[src/rtl/dec_pkg.sv]
// Shared types and helpers for the binary-to-decimal serial converter.
package dec_pkg;

  localparam int DEC_LINES = 10;

  typedef enum logic [1:0] {
    IDLE    = 2'd0,
    CONVERT = 2'd1,
    EMIT    = 2'd2
  } state_e;

  // Double-dabble correction applied to each BCD nibble before a shift.
  function automatic logic [3:0] add3(input logic [3:0] nibble);
    return (nibble >= 4'd5) ? (nibble + 4'd3) : nibble;
  endfunction

endpackage

[src/rtl/bcd_to_onehot.sv]
// Combinational 4-bit BCD to one-hot decimal lines; codes 10..15 decode to all zero.
module bcd_to_onehot
  import dec_pkg::*;
(
  input  logic [3:0]           bcd_i,
  output logic [DEC_LINES-1:0] onehot_o
);

  always_comb begin
    onehot_o = '0;
    case (bcd_i)
      4'd0:    onehot_o = 10'b00_0000_0001;
      4'd1:    onehot_o = 10'b00_0000_0010;
      4'd2:    onehot_o = 10'b00_0000_0100;
      4'd3:    onehot_o = 10'b00_0000_1000;
      4'd4:    onehot_o = 10'b00_0001_0000;
      4'd5:    onehot_o = 10'b00_0010_0000;
      4'd6:    onehot_o = 10'b00_0100_0000;
      4'd7:    onehot_o = 10'b00_1000_0000;
      4'd8:    onehot_o = 10'b01_0000_0000;
      4'd9:    onehot_o = 10'b10_0000_0000;
      default: onehot_o = 10'b00_0000_0000;
    endcase
  end

endmodule

[src/rtl/binary_to_decimal_serial.sv]
// Serial double-dabble binary-to-decimal converter streaming one-hot digits MSD first.
// Define LEADING_ZERO_SUPPRESS_EN to start each stream at the highest nonzero digit.
module binary_to_decimal_serial
  import dec_pkg::*;
#(
  parameter int WIDTH  = 8,
  parameter int DIGITS = 3,
  parameter int IDXW   = 2
) (
  input  logic                 clk,
  input  logic                 rst,
  input  logic                 in_valid,
  output logic                 in_ready,
  input  logic [WIDTH-1:0]     in_bin,
  output logic                 out_valid,
  input  logic                 out_ready,
  output logic [DEC_LINES-1:0] out_dec,
  output logic [IDXW-1:0]      out_idx,
  output logic                 out_last
);

  localparam int BCDW = 4 * DIGITS;
  localparam int CNTW = $clog2(WIDTH + 1);

  state_e                 state_q;
  logic [WIDTH-1:0]       shreg_q;
  logic [BCDW-1:0]        bcd_q;
  logic [CNTW-1:0]        cnt_q;
  logic [IDXW-1:0]        ptr_q;

  logic [BCDW-1:0]        bcd_adj_s;
  logic [BCDW-1:0]        bcd_d;
  logic [WIDTH-1:0]       shreg_d;
  logic [IDXW-1:0]        start_ptr_d;
  logic [IDXW-1:0]        sel_idx_s;
  logic [BCDW-1:0]        sel_src_s;
  logic [3:0]             nibble_s;
  logic [DEC_LINES-1:0]   dec_s;

  assign in_ready = (state_q == IDLE) && !rst;

  // One correction-and-shift step of the conversion.
  always_comb begin
    bcd_adj_s = bcd_q;
    for (int i = 0; i < DIGITS; i++) begin
      bcd_adj_s[4*i +: 4] = add3(bcd_q[4*i +: 4]);
    end
    {bcd_d, shreg_d} = {bcd_adj_s, shreg_q} << 1;
  end

  // First digit position to emit once the final shift lands.
  always_comb begin
`ifdef LEADING_ZERO_SUPPRESS_EN
    start_ptr_d = '0;
    for (int i = 0; i < DIGITS; i++) begin
      if (bcd_d[4*i +: 4] != 4'd0) begin
        start_ptr_d = IDXW'(i);
      end else begin
        start_ptr_d = start_ptr_d;
      end
    end
`else
    start_ptr_d = IDXW'(DIGITS - 1);
`endif
  end

  // The digit loaded next: the first one on EMIT entry, else the one below ptr.
  always_comb begin
    if (state_q == CONVERT) begin
      sel_idx_s = start_ptr_d;
      sel_src_s = bcd_d;
    end else if (ptr_q != '0) begin
      sel_idx_s = ptr_q - 1'b1;
      sel_src_s = bcd_q;
    end else begin
      sel_idx_s = '0;
      sel_src_s = bcd_q;
    end
    nibble_s = 4'(sel_src_s >> (4 * int'(sel_idx_s)));
  end

  bcd_to_onehot u_dec (
    .bcd_i    (nibble_s),
    .onehot_o (dec_s)
  );

  // Conversion FSM with registered stream outputs.
  always_ff @(posedge clk) begin
    if (rst) begin
      state_q   <= IDLE;
      shreg_q   <= '0;
      bcd_q     <= '0;
      cnt_q     <= '0;
      ptr_q     <= '0;
      out_valid <= 1'b0;
      out_dec   <= '0;
      out_idx   <= '0;
      out_last  <= 1'b0;
    end else begin
      case (state_q)
        IDLE: begin
          if (in_valid) begin
            shreg_q <= in_bin;
            bcd_q   <= '0;
            cnt_q   <= CNTW'(WIDTH);
            state_q <= CONVERT;
          end
        end
        CONVERT: begin
          bcd_q   <= bcd_d;
          shreg_q <= shreg_d;
          cnt_q   <= cnt_q - 1'b1;
          if (cnt_q == CNTW'(1)) begin
            state_q   <= EMIT;
            ptr_q     <= start_ptr_d;
            out_valid <= 1'b1;
            out_dec   <= dec_s;
            out_idx   <= start_ptr_d;
            out_last  <= (start_ptr_d == '0);
          end
        end
        EMIT: begin
          if (out_ready) begin
            if (ptr_q == '0) begin
              state_q   <= IDLE;
              out_valid <= 1'b0;
              out_dec   <= '0;
              out_idx   <= '0;
              out_last  <= 1'b0;
            end else begin
              ptr_q    <= ptr_q - 1'b1;
              out_dec  <= dec_s;
              out_idx  <= ptr_q - 1'b1;
              out_last <= (ptr_q == IDXW'(1));
            end
          end
        end
        default: begin
          state_q   <= IDLE;
          out_valid <= 1'b0;
          out_dec   <= '0;
          out_idx   <= '0;
          out_last  <= 1'b0;
        end
      endcase
    end
  end

endmodule

[config.mk]
export PLATFORM = sky130hd
export DESIGN_NAME = binary_to_decimal_serial
export DESIGN_NICKNAME = d
export VERILOG_FILES = /design/src/rtl/dec_pkg.sv /design/src/rtl/bcd_to_onehot.sv /design/src/rtl/binary_to_decimal_serial.sv
export SDC_FILE = /design/constraint.sdc
export NUM_CORES = 1
export LEC_CHECK = 0
export CELL_PAD_IN_SITES_DETAIL_PLACEMENT = 0
export CELL_PAD_IN_SITES_GLOBAL_PLACEMENT = 1
export CORE_ASPECT_RATIO = 2
export CORE_MARGIN = 4
export CORE_UTILIZATION = 44
export CTS_BUF_LIST = sky130_fd_sc_hd__clkbuf_4
export DETAILED_ROUTE_END_ITERATION = 7
export GPL_TIMING_DRIVEN = 0
export PLACE_DENSITY_LB_ADDON = 0.1
export REMOVE_ABC_BUFFERS = 1
export SLEW_MARGIN = 20
export SYNTH_ARGS = -nofsm -noshare
export SYNTH_HDL_FRONTEND = slang
export SYNTH_SLANG_ARGS = --single-unit
export TNS_END_PERCENT = 20
[constraint.sdc]
create_clock -name clk -period 2.34 [get_ports clk]
set_clock_uncertainty 0.05 [all_clocks]
set_input_delay 0.234 -clock clk [delete_from_list [all_inputs] [get_ports clk]]
set_output_delay 0.234 -clock clk [all_outputs]
set_load 0.05 [all_outputs]
==> metrics.md, run 1 <==
| Metric | Value |
|---|---|
| Antenna diodes | `0` |
| CTS max path bufs | `2` |
| Tcrit/Tclk final | `0.936` |
| Drt drc | `0` |
| CP Data Arrival Time | `approximately 2400 ps` |
| Worst ir drop on vdd | `slightly below 0.5 mV` |
| Grt ovf | `0` |
| Io pins | `27` |
| Cts bufs inserted | `5` |
| Max Cap Viol | `0` |
| Area contributors post-synth | `dfxtp_1 35%, ha_1 7.9%, mux2i_1 5.5%` |
| DRT met1 WL | `2120 µm` |
| Syn Inst Count | `approximately 270` |
| Yosys top cell by area | `dfxtp_1` |
| Most used DFF post-synth | `dfxtp_1` |
| Top Layer Used | `met4` |
| YS warnings | `0` |
| Initial Utilization | `0.457` |
| Vias in the first global route | `~1.9k` |
| Setup TNS | `0 ps` |
| Number of synthesized register bits | `42` |
| Final Net Count | `320` |
| DRT Pass-1 Iters | `4` |
| Top cell type's share of synthesized area | `0.355` |
| Fin. Hold Viols | `0` |
| H-tree levels | `2` |
| Final setup viols | `0` |
| Placement Cell Area | `around 2600 µm²` |
| Synth cell count leaders | `42 x dfxtp_1, 31 x nor2_1, 18 x nand2_1, 16 x a21oi_1, 15 x ha_1` |
| IO buf count | `26` |
| Share of layout cells above drive strength 1 | `0.116` |
| Pin count of the biggest net entering global routing | `38` |
| Post-CTS Hold Fix Bufs | `0` |
| Die area | `6700 µm²` |
| Cell area after synthesis | `roughly 2400 µm²` |
| Number of DRC markers in iteration 0 | `between 80 and 90` |
| TritonCTS Sinks | `42` |
| Final cell area excluding filler cells | `around 2700 µm²` |
| Post-synthesis sequential area ratio | `0.355` |
| Min Tclk post-route | `2190 ps` |
| Asr flop ratio synth | `0` |
| DP HPWL | `between 3000 and 4000 µm` |
| Root buffer cell | `clkbuf_4` |
| Worst-path fanout max | `9` |
| Site Rows | `37` |
| Vias post-DR | `around 2k` |
| Status | `completed` |
| Number of flops mapped to enable cells by yosys | `0` |
| Unrepaired setup endpoints after global routing | `false` |
| Kind of critical path | `flop to flop` |
| Die width | `around 60 µm` |
| Crit. End Element | `flop` |
| Area Overhead vs Synth | `15.6%` |
| Antenna violations before repair | `0` |
| Max Clk Rate | `roughly 460 MHz` |
| Most common cell in the netlist | `dfxtp_1` |
| Die height | `about 110 µm` |
| Core area | `5180 µm²` |
| GP Congestion | `between 0.7 and 0.8` |
| CTS clk-pin slew, worst paths | `130 ps` |
| Routed wire length per instance | `approximately 15 µm` |
| Post-Syn Area per Cell | `8.69 µm²` |
| CTS tree | `built` |
| Vias per cell | `approximately 5.6` |
| Pwr/cell area | `approximately 650 nW/µm²` |
| Rel. slew slack | `0.536` |
| Antenna-violating nets left | `0` |
| Routed wl met2 | `between 2000 and 3000 µm` |
| Fin cells | `352` |
| Final Max Tran Viols | `0` |
| Worst setup SP type | `flop` |
| Met3 routed WL | `117 µm` |
| Req. time, crit path | `~2600 ps` |
| Hold crit path type | `primary input to flop` |
| Worst-Skew Late Latency | `about 340 ps` |
| Placed insts | `343` |
| Worst-Margin Slew | `696 ps` |
| Drt total wl | `~5100 µm` |
| Total Routing Usage GR | `0.162` |
| Global-route wire length before repair | `between 8000 and 9000 µm` |
| Lkg Pwr | `0.999 nW` |
| Synth cell types | `51` |
==> placed cells by master (no fill, tap or decap), types with 2 or more instances in the layout <==
cell type,n
dfxtp_1,41
nor2_1,31
clkdlybuf4s50_1,24
nand2_1,18
a21oi_1,16
inv_1,14
mux2i_1,13
ha_1,12
nand2b_1,10
o21ai_0,10
a211oi_1,10
o31ai_1,9
a22oi_1,8
nor3_1,8
nand3_1,6
clkbuf_4,6
nor2b_1,4
xnor2_1,3
nand4_1,3
and2_1,3
o31ai_2,3
a21o_1,2
nor3b_1,2
or2_2,2
mux2_4,2
a221oi_1,2
ha_2,2
==> final cells by class <==
class	count	area, µm²
inverters	15	56.3
fillers	520	2440
flip-flops and latches	42	842
repair buffers	27	270
well taps	58	72.6
clock buffers	6	45.0
clock inverters	2	8.76
multi-input cells	202	1450
==> timing repair <==
| item | CTS | global route |
|---|---|---|
| setup endpoints to repair | 13 | 17 |
| setup buffers | 0 | 1 |
| resized for setup | 4 | 4 |
==> final timing paths <==
kind,cells past startpoint,from,slack [ps],end
hold / removal,2,rst,360,bcd_q[8]
setup / recovery,6,ptr_q[0],150,out_dec[9]
hold reg to reg,2,out_dec[2],420,out_dec[2]
setup reg to reg,6,ptr_q[0],150,out_dec[9]
==> routing by layer <==
metal | track usage | vias to the layer above
met5 | 0 | -
met4 | 0.0488 | 0
met3 | 0.0244 | 5
met2 | 0.290 | 24
met1 | 0.188 | 942
li1 | - | 1012
==> where the power goes <==
part | internal [mW] | switching, mW | total [mW]
registers | 0.768 | 0.0373 | 0.805
logic | 0.233 | 0.374 | 0.607
clock network | 0.125 | 0.234 | 0.359
==> sequential cells by signal, indices dropped and copies added, names as in the netlist <==
name and cells:
out_idx 2, ptr_q 2, out_dec 10, shreg_q 8, out_valid 1, out_last 1, bcd_q 12, state_q 2
cnt_q 4
==> per-stage QoR <==
stage / total power [mW] / setup slack [ps] / utilization / hold slack [ps]
3_5_place_dp: 1.40 / -224 / 0.509 / 396
3_3_place_gp: 1.39 / -902 / 0.509 / 384
5_1_grt: 1.89 / 2.58 / 0.528 / 382
6_report: 1.77 / 149 / 0.528 / 364
2_1_floorplan: 1.24 / -53.9 / - / 253
4_1_cts: 1.77 / -4.90 / 0.522 / 355
==> worst max-delay path: stages, from the launching register on <==
cell	delay [ps]
dfxtp_2	400
ha_2	330
mux2_4	320
a221oi_1	260
a211oi_1	120
or3_4	380
o31ai_2	240
==> kinds of logic (layout without fill, tap and decap cells) <==
group,count (synthesis),in the layout,share of synthesized area
simple gates,97,97,0.215
compound gates,70,70,0.212
flops,42,42,0.355
buf+inv,29,50,0.0517
mux,16,16,0.0723
fa+ha+maj,15,15,0.0792
xor+xnor,4,4,0.0148
Power figures use the tool's default switching activity.
==> inputs of run 2 (changes only) <==
- GPL_TIMING_DRIVEN: 0 -> default
==> metrics.md, run 2 (synthesis results as in run 1) <==
| Metric | Value |
|---|---|
| Status | `completed` |
| Worst setup SP type | `flop` |
| Max Cap Viol | `0` |
| Rel. slew slack | `0.614` |
| Clock share of power | `0.202` |
| Die width | `approximately 60 µm` |
| Pin count of the biggest net entering global routing | `28` |
| Most common cell after layout, fill and taps aside | `dfxtp_1` |
| Fin cells | `364` |
| H-tree levels | `2` |
| Antenna diodes | `0` |
| Final setup viols | `0` |
| Worst-Skew Late Latency | `360 ps` |
| Cts bufs inserted | `5` |
| Kind of critical path | `flop to flop` |
| Slowest stage cell, crit path | `or4_1` |
| Final Util | `0.546` |
| Pwr/cell area | `~640 nW/µm²` |
| Worst ir drop on vdd | `around 0.45 mV` |
| Number of DRC markers in iteration 0 | `36` |
| Logic pwr share | `0.354` |
| Hold crit path type | `flop to flop` |
| Post-CTS Hold Fix Bufs | `0` |
| Critical path's largest stage delay | `560 ps` |
| Worst-Margin Slew | `between 500 and 600 ps` |
| Lkg Pwr | `between 1 and 1.5 nW` |
| Total Routing Usage GR | `0.183` |
| GP Congestion | `~0.85` |
| Die area | `approximately 6700 µm²` |
| Tcrit/Tclk final | `0.945` |
| Vias per cell | `5.56` |
| Crit. End Element | `flop` |
| CP Data Arrival Time | `between 2000 and 2500 ps` |
| Share of layout cells above drive strength 1 | `0.144` |
| Sequential share of power | `0.444` |
| Final Net Count | `approximately 330` |
| Antenna violations before repair | `0` |
| Setup TNS | `0 ps` |
| Unrepaired setup endpoints after global routing | `false` |
| Vias in the first global route | `around 2.1k` |
| Fin. Hold Viols | `0` |
| CTS max path bufs | `2` |
| Min Tclk post-route | `2210 ps` |
| Drt drc | `0` |
| IO buf count | `26` |
| Placement Cell Area | `2760 µm²` |
| Vias post-DR | `about 2k` |
| Placed insts | `roughly 360` |
| Site Rows | `37` |
| NetSw | `650 µW` |
| Max Clk Rate | `452 MHz` |
| Req. time, crit path | `approximately 2600 ps` |
| Routed wire length per instance | `around 15 µm` |
| Worst-path fanout max | `27` |
| Antenna-violating nets left | `0` |
| Max FFs per register | `12` |
| CTS clk-pin slew, worst paths | `about 120 ps` |
| Biggest register | `bcd_q` |
| Root buffer cell | `clkbuf_4` |
| Critical path startpoint | `state_q[1]` |
| Io pins | `27` |
| Core area | `5180 µm²` |
| Filler cells | `about 510` |
| Reg2reg start | `state_q[1]` |
| DP HPWL | `roughly 4200 µm` |
| Global-route wire length before repair | `slightly below 10000 µm` |
| Initial Utilization | `0.457` |
| Final Max Tran Viols | `0` |
| Final cell area excluding filler cells | `2830 µm²` |
| Sw frac | `0.360` |
| CP cell instances | `inv_1 > ha_1 > buf_12 > nor3b_1 > and2_1 > or4_1 > o31ai_1` |
| CTS tree | `built` |
| Die height | `112 µm` |
| Final hold slack | `411 ps` |
| Top Registers | `bcd_q (12), out_dec (10), shreg_q (8)` |
| Internal cell power | `between 1 and 1.5 mW` |
| Drt total wl | `between 5000 and 6000 µm` |
| DRT Pass-1 Iters | `4` |
| Area Overhead vs Synth | `19.3%` |
| Grt ovf | `0` |
| Commonest non-fill, non-tap cells in the layout | `40 x dfxtp_1, 31 x nor2_1, 25 x clkdlybuf4s50_1` |
| TritonCTS Sinks | `between 40 and 50` |
| Hold path startpoint | `out_dec[2]` |
## run 2: through the flow
stage                     power (mW)  setup WS, ps
final                           1.81           130
after detailed placement        1.47          79.9
after CTS                       1.83          34.9
after global routing            1.93          12.1
after global placement          1.46           129
after floorplan                 1.24         -53.9
## run 2: path summary, 6_finish.rpt
path                      to  slack (ps)  cells past startpoint
setup / recovery  out_dec[0]         130                      7
hold / removal    out_dec[2]         410                      2
setup reg to reg  out_dec[0]         130                      7
hold reg to reg   out_dec[2]         410                      2
## run 2: critical path, delay by kind of cell, from the launching register on
| kind | cells | cell delay, ps |
|---|---|---|
| flops | 1 | 380 |
| fa+ha+maj | 1 | 240 |
| simple gates | 3 | 940 |
| compound gates | 1 | 250 |
| buf+inv | 2 | 260 |
## run 2: what timing repair did
item	in CTS	in global routing
setup buffers	0	0
gates resized for setup	0	5
endpoints found under the setup margin	0	9
## run 2: area by class of cell
type | instances | area (µm²) | area share
flip-flops and latches | 42 | 843 | 0.298
inverters | 15 | 56.3 | 0.0199
multi-input cells | 202 | 1420 | 0.503
repair buffers | 39 | 380 | 0.134
clock inverters | 2 | 8.76 | 0.00310
clock buffers | 6 | 45.0 | 0.0159
well taps | 58 | 72.6 | 0.0257
## run 2: power groups by stage
stage | Clock (mW) | Sequential (mW) | Combinational (mW)
6_report | 0.365 | 0.804 | 0.640
5_1_grt | 0.400 | 0.811 | 0.724
4_1_cts | 0.382 | 0.804 | 0.648
3_5_place_dp | 0 | 0.820 | 0.646
3_3_place_gp | 0 | 0.819 | 0.644
2_1_floorplan | 0 | 0.823 | 0.416
## run 2: layer usage
metal	wire length (µm)	global-route usage	vias to the layer above	part of all wire
li1	-	-	1033	-
met1	2130	0.193	949	0.39
met2	3060	0.341	32	0.56
met3	150	0.0267	10	0.027
met4	123	0.0710	0	0.023
met5	0	0	-	0
